`config.mk`:
```
export PLATFORM = sky130hd
export DESIGN_NAME = imem_loader_flat
export DESIGN_NICKNAME = d
export VERILOG_FILES = /design/src/rtl/imem_pkg.sv /design/src/rtl/imem_loader_if.sv /design/src/rtl/byte_packer.sv /design/src/rtl/imem_loader.sv /design/src/flat_wrapper.sv
export SDC_FILE = /design/constraint.sdc
export NUM_CORES = 1
export LEC_CHECK = 0
export BUFFER_PORTS_ARGS = -buffer_cell sky130_fd_sc_hd__buf_2
export CELL_PAD_IN_SITES_DETAIL_PLACEMENT = 1
export CELL_PAD_IN_SITES_GLOBAL_PLACEMENT = 1
export CORE_UTILIZATION = 33
export DETAILED_ROUTE_END_ITERATION = 8
export GPL_TIMING_DRIVEN = 0
export HOLD_SLACK_MARGIN = 0.06
export PLACE_DENSITY = 0.68
export SYNTH_ARGS = -nofsm -noshare
export SYNTH_HDL_FRONTEND = slang
export SYNTH_HIERARCHICAL = 1
export SYNTH_SLANG_ARGS = --single-unit
```
`constraint.sdc`:
```
create_clock -name clk -period 2.75 [get_ports clk]
set_input_delay 0.275 -clock clk [delete_from_list [all_inputs] [get_ports clk]]
set_output_delay 0.275 -clock clk [all_outputs]
set_load 0.02 [all_outputs]
```
`src/rtl/imem_pkg.sv`:
```
// rtl/imem_pkg.sv - shared constants and state encoding for the instruction memory loader
package imem_pkg;

    // The ROM indexes words as (PC >> 2) - 0x400, so word 0 must sit at PC 0x1000.
    localparam logic [31:0] PC_BASE     = 32'h0000_1000;
    localparam int unsigned DEPTH_WORDS = 65536;

    typedef enum logic [2:0] {
        ST_IDLE,
        ST_LEN,
        ST_DATA,
        ST_CSUM,
        ST_DONE,
        ST_ERR
    } loader_state_t;

endpackage

```
`src/rtl/imem_loader_if.sv`:
```
// rtl/imem_loader_if.sv - boot byte stream and instruction memory write port
interface imem_loader_if #(
    parameter int AW = 16
);
    logic          in_valid;
    logic [7:0]    in_data;
    logic          in_ready;
    logic          mem_we;
    logic [AW-1:0] mem_waddr;
    logic [31:0]   mem_wdata;

    modport master (
        input  in_valid, in_data,
        output in_ready, mem_we, mem_waddr, mem_wdata
    );

    modport slave (
        output in_valid, in_data,
        input  in_ready, mem_we, mem_waddr, mem_wdata
    );
endinterface

```
`src/rtl/byte_packer.sv`:
```
// rtl/byte_packer.sv - gathers four stream bytes into a little-endian word
module byte_packer (
    input  logic        clk,
    input  logic        rst_n,
    input  logic        clr,
    input  logic        en,
    input  logic [7:0]  data,
    output logic [31:0] word,
    output logic        word_done
);
    logic [1:0]  bc;
    logic [23:0] sh;

    always_ff @(posedge clk or negedge rst_n) begin
        if (!rst_n) begin
            bc <= 2'd0;
            sh <= 24'd0;
        end else if (clr) begin
            bc <= 2'd0;
            sh <= 24'd0;
        end else if (en) begin
            bc <= bc + 2'd1;
            sh <= {data, sh[23:8]};
        end
    end

    // The completed word includes the byte being accepted, so it is usable on that same edge.
    assign word      = {data, sh};
    assign word_done = en && (bc == 2'd3);
endmodule

```
`src/rtl/imem_loader.sv`:
```
// rtl/imem_loader.sv - fills instruction memory from a checksummed byte stream, gates core reset
module imem_loader
    import imem_pkg::*;
#(
    parameter logic [31:0] PC_BASE     = imem_pkg::PC_BASE,
    parameter int unsigned DEPTH_WORDS = imem_pkg::DEPTH_WORDS,
    parameter int          AW          = 16
) (
    input  logic           clk,
    input  logic           rst_n,
    input  logic           start,
    imem_loader_if.master  bus,
    output logic           cpu_rst_n,
    output logic           busy,
    output logic           done,
    output logic           err
);
    if (PC_BASE[1:0] != 2'b00 || (64'd1 << AW) < 64'(DEPTH_WORDS)) begin : g_bad_params
        $error("imem_loader: PC_BASE must be word aligned and AW must cover DEPTH_WORDS");
    end

    loader_state_t state, state_nx;
    logic          accept;
    logic          clr;
    logic          word_done;
    logic [31:0]   word;
    logic [31:0]   n;
    logic [31:0]   sum;
    logic [AW-1:0] waddr;
    logic [31:0]   wdata;
    logic          we;
    logic          crst;

    byte_packer u_packer (
        .clk       (clk),
        .rst_n     (rst_n),
        .clr       (clr),
        .en        (accept),
        .data      (bus.in_data),
        .word      (word),
        .word_done (word_done)
    );

    always_ff @(posedge clk or negedge rst_n) begin
        if (!rst_n) begin
            state <= ST_IDLE;
        end else begin
            state <= state_nx;
        end
    end

    always_comb begin
        state_nx     = state;
        busy         = 1'b0;
        done         = 1'b0;
        err          = 1'b0;
        clr          = 1'b0;
        bus.in_ready = 1'b0;
        case (state)
            ST_IDLE: begin
                clr = 1'b1;
                if (start) state_nx = ST_LEN;
            end
            ST_LEN: begin
                busy = 1'b1;
                if (word_done) begin
                    if (word == 32'd0)              state_nx = ST_CSUM;
                    else if (word > DEPTH_WORDS)    state_nx = ST_ERR;
                    else                            state_nx = ST_DATA;
                end
            end
            ST_DATA: begin
                busy = 1'b1;
                if (word_done && 32'(waddr) == n - 32'd1) state_nx = ST_CSUM;
            end
            ST_CSUM: begin
                busy = 1'b1;
                if (word_done) state_nx = (word == sum) ? ST_DONE : ST_ERR;
            end
            ST_DONE, ST_ERR: begin
                done = (state == ST_DONE);
                err  = (state == ST_ERR);
                if (start) begin
                    clr      = 1'b1;
                    state_nx = ST_LEN;
                end
            end
            default: state_nx = ST_IDLE;
        endcase
        bus.in_ready = busy;
    end

    assign accept = bus.in_valid && busy;

    // The write index advances on the edge after its write, always before the next word completes.
    always_ff @(posedge clk or negedge rst_n) begin
        if (!rst_n) begin
            n     <= 32'd0;
            sum   <= 32'd0;
            waddr <= '0;
            wdata <= 32'd0;
            we    <= 1'b0;
            crst  <= 1'b0;
        end else begin
            we   <= (state == ST_DATA) && word_done;
            crst <= (state_nx == ST_DONE);
            if (clr) begin
                n     <= 32'd0;
                sum   <= 32'd0;
                waddr <= '0;
            end else begin
                if (state == ST_LEN && word_done) n <= word;
                if (state == ST_DATA && word_done) begin
                    wdata <= word;
                    sum   <= sum + word;
                end
                if (we) waddr <= waddr + AW'(1);
            end
        end
    end

    assign bus.mem_we    = we;
    assign bus.mem_waddr = waddr;
    assign bus.mem_wdata = wdata;
    assign cpu_rst_n     = crst;
endmodule

```
`src/flat_wrapper.sv`:
```
// flat-port wrapper written by rule: the top's interface ports become plain ports
module imem_loader_flat import imem_pkg::*;
#(
    parameter logic [31:0] PC_BASE     = imem_pkg::PC_BASE,
    parameter int unsigned DEPTH_WORDS = imem_pkg::DEPTH_WORDS,
    parameter int          AW          = 16
)
  (clk, rst_n, start, cpu_rst_n, busy, done, err, bus_in_valid, bus_in_data, bus_in_ready, bus_mem_we, bus_mem_waddr, bus_mem_wdata);
  imem_loader_if #(.AW(AW)) bus_i ();
  input  logic clk;
  input  logic rst_n;
  input  logic start;
  output logic cpu_rst_n;
  output logic busy;
  output logic done;
  output logic err;
  input wire logic [$bits(bus_i.in_valid)-1:0] bus_in_valid;
  input wire logic [$bits(bus_i.in_data)-1:0] bus_in_data;
  output wire logic [$bits(bus_i.in_ready)-1:0] bus_in_ready;
  output wire logic [$bits(bus_i.mem_we)-1:0] bus_mem_we;
  output wire logic [$bits(bus_i.mem_waddr)-1:0] bus_mem_waddr;
  output wire logic [$bits(bus_i.mem_wdata)-1:0] bus_mem_wdata;
  assign bus_i.in_valid = bus_in_valid;
  assign bus_i.in_data = bus_in_data;
  assign bus_in_ready = bus_i.in_ready;
  assign bus_mem_we = bus_i.mem_we;
  assign bus_mem_waddr = bus_i.mem_waddr;
  assign bus_mem_wdata = bus_i.mem_wdata;
  imem_loader #(.PC_BASE(PC_BASE), .DEPTH_WORDS(DEPTH_WORDS), .AW(AW)) u_core (.clk(clk), .rst_n(rst_n), .start(start), .bus(bus_i), .cpu_rst_n(cpu_rst_n), .busy(busy), .done(done), .err(err));
endmodule
```
* Word level (Yosys, flattened, before mapping)
Cells that the tools add are included.
** Operators by class
- Add/subtract/negate cells :: 4
- Magnitude comparators :: 1
- Eq/ne operators :: 9
- Mux-type cells :: 23
- Bitwise logic cells :: 1
- Reductions and logical operators :: 15
** Operators with widths (count)
- 2-to-1 mux 32 bit :: 4
- 2-to-1 mux 24 bit :: 2
- adder 32 bit :: 1
- == test 16 x 32 -> 1 bit :: 1
- == test 32 bit :: 1
- > comparator 32 x 17 -> 1 bit (second input constant) :: 1
- zero test 32 bit :: 1
- 2-to-1 mux 16 bit :: 2
- subtractor 32 x 1 -> 32 bit (second input constant) :: 1
- 2-to-1 mux 3 bit :: 6
- adder 16 x 1 -> 16 bit (second input constant) :: 1
- case mux 3 bit (4 select lines) :: 1
- == test 3 bit (second input constant) :: 3
- nonzero test 2 bit :: 4
- == test 3 x 2 -> 1 bit (second input constant) :: 2
- OR reduction 3 bit :: 2
- logical AND 1 bit :: 5
- 2-to-1 mux 1 bit :: 5
- 2-to-1 mux 2 bit :: 2
- == test 3 x 1 -> 1 bit (second input constant) :: 1
- zero test 3 bit :: 1
- adder 2 x 1 -> 2 bit (second input constant) :: 1
- == test 2 bit (second input constant) :: 1
- case mux 1 bit (2 select lines) :: 1
- 3 further kinds :: 3
** Word-level totals
- Flip-flop bits (word level) :: 143
- Input bits :: 12
- Word-level logic and storage cells :: 62

* Depth between registers and ports, before layout
- Depth after elaboration :: 9
- Mapped depth :: 15
- Depth with buffers taken out :: 11

* Cells and area by module
The synthesis kept the hierarchy.
** By module, submodules not included
- imem_loader :: times used 1, cells each 827, area an instance 7013.0 µm², seq. area each 2927.8 µm²
- byte_packer :: times used 1, cells each 94, area an instance 1153.6 µm², seq. area each 650.6 µm²

* Worst setup path after synthesis
No wires, ideal clock.
- Path type :: register -> register
- Start :: register u_core.state[1]
- End :: register u_core.wdata[11] (netlist: u_core/bus.mem_wdata[11])
- Setup time :: 65 ps
- Data arrival time :: 2844 ps
- Slack :: -159 ps
- Stages on the path, launching flop included :: 15
- Buffers on the path :: 6
- Clock period less this slack :: 2909 ps
- Cells stage by stage :: dfrtp_1 > clkbuf_1 > nor2_1 > nor2_1 > and2_1 > buf_6 > buf_12 > and2_1 > nand4bb_1 > clkbuf_1 > inv_1 > clkbuf_1 > clkbuf_1 > nand2_1 > nand2_1
** On the way
- Longest elaborated chain between the ends :: 7
** Ends and longest elaborated chain
- from (decl) :: line imem_loader.sv:22 : loader_state_t state, state_nx;
- from (signal assigned) :: line imem_loader.sv:48 : state <= state_nx;
- == test 3 x 2 -> 1 bit / == test 3 x 1 -> 1 bit (equally long branches) :: line imem_loader.sv:59 : case (state)
- OR reduction 3 bit (no line) *
- 2-to-1 mux 1 bit * :: line imem_loader.sv:59
- via bus_in_ready :: line flat_wrapper.sv:19 : output wire logic [$bits(bus_i.in_ready)-1:0] bus_in_ready;
- logical AND 1 bit * :: line imem_loader.sv:93 : assign accept = bus.in_valid && busy;
- via u_core.accept :: line imem_loader.sv:23 : logic accept;
- logical AND 1 bit * :: line byte_packer.sv:29 : assign word_done = en && (bc == 2'd3);
- via u_core.word_done :: line imem_loader.sv:25 : logic word_done;
- logical AND 1 bit * :: line imem_loader.sv:113 : if (state == ST_DATA && word_done) begin
- AND reduction 2 bit (no line) *
- to (signal assigned) :: line imem_loader.sv:114 : wdata <= word;
- to (decl) :: line imem_loader.sv:30 : logic [31:0] wdata;
Mark *: on every way through the listed nets, which the timed path passes. The rest lies on a longest branch.
A chain may end at the register's enable or synchronous reset.

* Worst setup path after layout
- Start :: register u_core.u_packer.sh[1]
- End :: register u_core.sum[31]
** On the way
- Longest elaborated chain between the ends :: 3
** Ends and longest elaborated chain
- from (decl) :: line byte_packer.sv:12 : logic [23:0] sh;
- from (signal assigned) :: line byte_packer.sv:23 : sh <= {data, sh[23:8]};
- adder 32 bit :: line imem_loader.sv:115 : sum <= sum + word;
- 2-to-1 mux 32 bit :: line imem_loader.sv:113
- 2-to-1 mux 32 bit :: line imem_loader.sv:107 : if (clr) begin
- to (signal assigned) :: line imem_loader.sv:115
- to (decl) :: line imem_loader.sv:28 : logic [31:0] sum;
Every way passes these cells. The select of a mux whose other input is x is not followed.

==> impl.org <==
** Finish
- The net count of the finished layout is around 1,100.
- Area growth from synthesis to layout :: 27.4%
- # diodes :: 0
- The post-route netlist has between 20 and 30% of its cells at a drive strength greater than 1.
- Final core utilization :: a little over two fifths
- Counting the fill cells in the layout gives ~2,800.

** Clocking
- Clock-pin slew on the worst setup and hold paths :: around 60 ps
- Number of clock sinks :: around 140
- Number of buffers on the longest clock path :: 2
- TritonCTS built the clock tree.
- The later pin in the worst-skew pair is clocked with a latency of ~430 ps.
- The H-tree generated during clock tree synthesis spans 4 levels.
- Buffer cell driving the clock tree root :: clkbuf_16
- Number of buffers inserted during clock tree synthesis :: 17

** Power
- The worst-case IR drop observed on VDD is between 0.0005 and 0.0006 V.
- Net switching is between 40% and 50% of the power.
- The completed layout was analyzed and its total power is approximately 9800 µW.
- Portion of total power attributed to sequential cells :: approximately a third
- Of the total power, the clock network draws between 20% and 30%.
- PD cells :: around 940 mW/mm²
- For this design the static power due to leakage is slightly below 0.005 µW.
- In this run the power spent charging and discharging nets is ~4100 µW.
- Proportion of power drawn by combinational gates :: 43.5%
- Internal :: 5760 µW

** Critical path
- Kind of end point of the critical path :: flop
- Launch point of the worst reg-to-reg path :: u_core/u_packer/sh[1]
- Data arrives at the worst endpoint at about 3000 ps.
- Of all nets on the critical path, the largest fanout is 4.
- By startpoint and endpoint, the worst setup path is classified as reg -> reg.
- STA puts the critical path data required time at about 3000 ps.
- Timing startpoint of the critical path :: u_core/u_packer/sh[1]
- STA classifies the critical path startpoint as a flop.

** Floorplanning
- In this run the standard cell core region covers between 0.02 and 0.025 mm².
- The floorplan step set the die width to approximately 160 µm.
- The die covers approximately 0.025 mm².
- Initial Util :: between 30 and 40%
- Die height :: 159 µm
- In this run the core area contains 57 standard-cell rows.
- In this run the count of I/O pins placed on the die edge is 66.

** Hold path
- The path class of the tightest hold or removal check is in -> reg.
- Source of the worst hold timing path :: bus_in_data[5]

** Place
- Detailed placement ended at an HPWL of approximately 19,000 µm.
- The congestion estimate from routability-driven global placement came to 0.840.
- Buffers added on ports :: between 60 and 70
- At the placement stage, the worst setup path has a slack of -1340 ps.

** Run
- Number of maximum-capacitance constraint violations :: 0

** GRT
- The first global-routing pass estimated about 44,000 µm of wire.
- The number of global-route vias before repair was ~7,600.
- After global routing the overflow that remains totals 0.
- Global routing used 22.1% of the available tracks.
- Pin count of the biggest net entering global routing :: between 90 and 100
- The initial antenna violation count was 0.

** Route
- Number of design rule violations left after detail routing :: 0
- Post-route antenna net violation count :: 0
- For this block, the via count after detailed routing is 7,414.
- After detailed routing, the total wire length is between 20,000 and 30,000 µm.
- Routed wirelength normalized by instance count :: just over 20 µm
- For this block, the initial DRC count from the detailed router was about 380.
- Detailed-router iteration count before antenna repair :: 5
- After detailed routing, the number of vias per cell comes to approximately 5.4.

** STA
- Final worst-path setup slack :: about 29 ps
- In the finished design, the share of the clock period the worst path needs comes to ~99%.
- Final number of setup-violating endpoints :: 0
- The number of pins exceeding their max-slew limit in the final report came to 0.
- Slew Limit Headroom :: between 40% and 50%
- Clock tree skew after final layout :: approximately 10 ps
- Unrepaired setup endpoints after global routing :: true
- Number of hold-slack violations in the final timing report :: 0
- In the final timing run, aggregate negative setup slack is 0 ps.
- Worst hold slack after final layout :: between 100 and 150 ps
- At the pin with the least slew margin, the transition time is between 700 and 800 ps.
- Final critical-path required period :: ~2700 ps
- FMAX :: about 370 MHz

** Synth
- Area share of the largest cell type after synthesis :: between 40% and 50%
- For this run, the leading register cell type out of synthesis is dfrtp_1.
- Sequential area share after synthesis :: 43.8%
- Number of synthesized flops with an enable pin :: 0
- Post-synthesis cell area :: between 0.008 and 0.009 mm²
- Number of distinct standard cells referenced by the synthesized netlist :: 66
- Syn Area/Cell :: 8.87 µm²
- Leading area contributor after synthesis :: dfrtp_1
- Yosys printed 6 warnings.
- After technology mapping, the gate count stands at 921.
- Synth async-reset ratio :: 100%
- Top-count cell post-synth :: nand2_1
- Sorting the synthesized cells by area gives the leading types as dfrtp_1 44%, nand2_1 9.9%, ha_1 5.2%, xnor2_1 4.2%, mux2i_1 3.7%.
- Synthesis produced a netlist with a net count of about 970.
- Number of synthesized register bits :: around 140
- Commonest cells in the synthesized netlist :: 215 x nand2_1, 143 x dfrtp_1, 77 x nor2_1

** Outcome
- Result of the run :: completed
## routing by layer
metal	routed length, µm	GRT usage [%]	vias up
met3	993	3.54	33
met4	455	6.08	0
met1	12700	29.1	3806
met5	0	0	-
li1	-	-	3430
met2	13800	37.7	145
## final cells by class
type                    count  area [µm²]  area share, %
multi-input cells         705        4740           45.6
flip-flops and latches    143        3600           34.6
repair buffers            108         677           6.51
clock buffers              20         457           4.39
well taps                 324         405           3.90
plain buffers              51         324           3.11
clock inverters            12         133           1.27
inverters                  16        60.1          0.577
## stage by stage
step           std cells  instance area, µm²
4_1_cts             1356                9920
2_1_floorplan        921                8170
5_1_grt             1379               10400
3_5_place_dp        1311                8940
6_report            1379               10400
3_3_place_gp        1310                8900
## timing repair
| item | in CTS | in global routing |
|---|---|---|
| endpoints found under the setup margin | 125 | 102 |
| pin swaps | 19 | 25 |
| endpoints found under the hold margin | 50 | 0 |
| gates resized for setup | 76 | 71 |
| hold buffers | 1 | 0 |
| setup buffers | 14 | 27 |
## flip-flops by register name (all words and copies together) (netlist names)
| signal | flops |
|---|---|
| u_core/cpu_rst_n | 1 |
| u_core/u_packer/sh | 24 |
| u_core/bus.mem_we | 1 |
| u_core/bus.mem_wdata | 32 |
| u_core/bus.mem_waddr | 16 |
| u_core/u_packer/bc | 2 |
| u_core/n | 32 |
| u_core/sum | 32 |
| u_core/state | 3 |
## cells by family (layout without fill, tap and decap cells)
family	Yosys count	count (layout)	synth area share, %
adder cells (fa/ha/maj)	35	35	5.45
buffers and inverters	73	207	4.31
AND/OR/NAND/NOR	401	401	22.1
flip-flops	143	143	43.8
multiplexers	31	31	3.81
AO/OA/AOI/OAI	168	168	13.0
XOR/XNOR	70	70	7.51
## cells in the final DEF (no fill, tap or decap), types with 21 or more instances in the layout
cell type,n
dfrtp_2,21
nand2_1,215
dfrtp_1,122
o21ai_0,55
buf_2,71
xnor2_1,38
nor2_1,74
mux2i_1,30
xor2_1,30
buf_4,51
o22ai_1,23
## path summary, 6_finish.rpt
kind,endpoint,slack (ps),depth (start not counted)
max,u_core/sum[31],30,9
min,u_core/u_packer/sh[21],120,3
max reg2reg,u_core/sum[31],30,9
min reg2reg,u_core/bus.mem_wdata[13],470,2
max in group asynchronous,u_core/u_packer/sh[1],1520,3
min in group asynchronous,u_core/sum[18],350,2
## power by group through the flow
stage | Sequential (µW) | Clock, µW | Combinational [µW]
after detailed placement | 3220 | 0 | 3350
after global placement | 3210 | 0 | 3280
after floorplan | 2890 | 0 | 2600
final | 3170 | 2370 | 4270
after global routing | 3210 | 2490 | 4660
after CTS | 3150 | 2410 | 3660
## worst max-delay path, cell delays in order (launching register included)
cell	delay, ps
dfrtp_2	450
ha_4	280
a211oi_4	270
o211ai_1	170
a21oi_2	260
nand3_2	130
a311o_2	480
a2111oi_4	340
a211oi_2	100
mux2i_1	130
No activity file was read; power rests on OpenSTA's default activity.
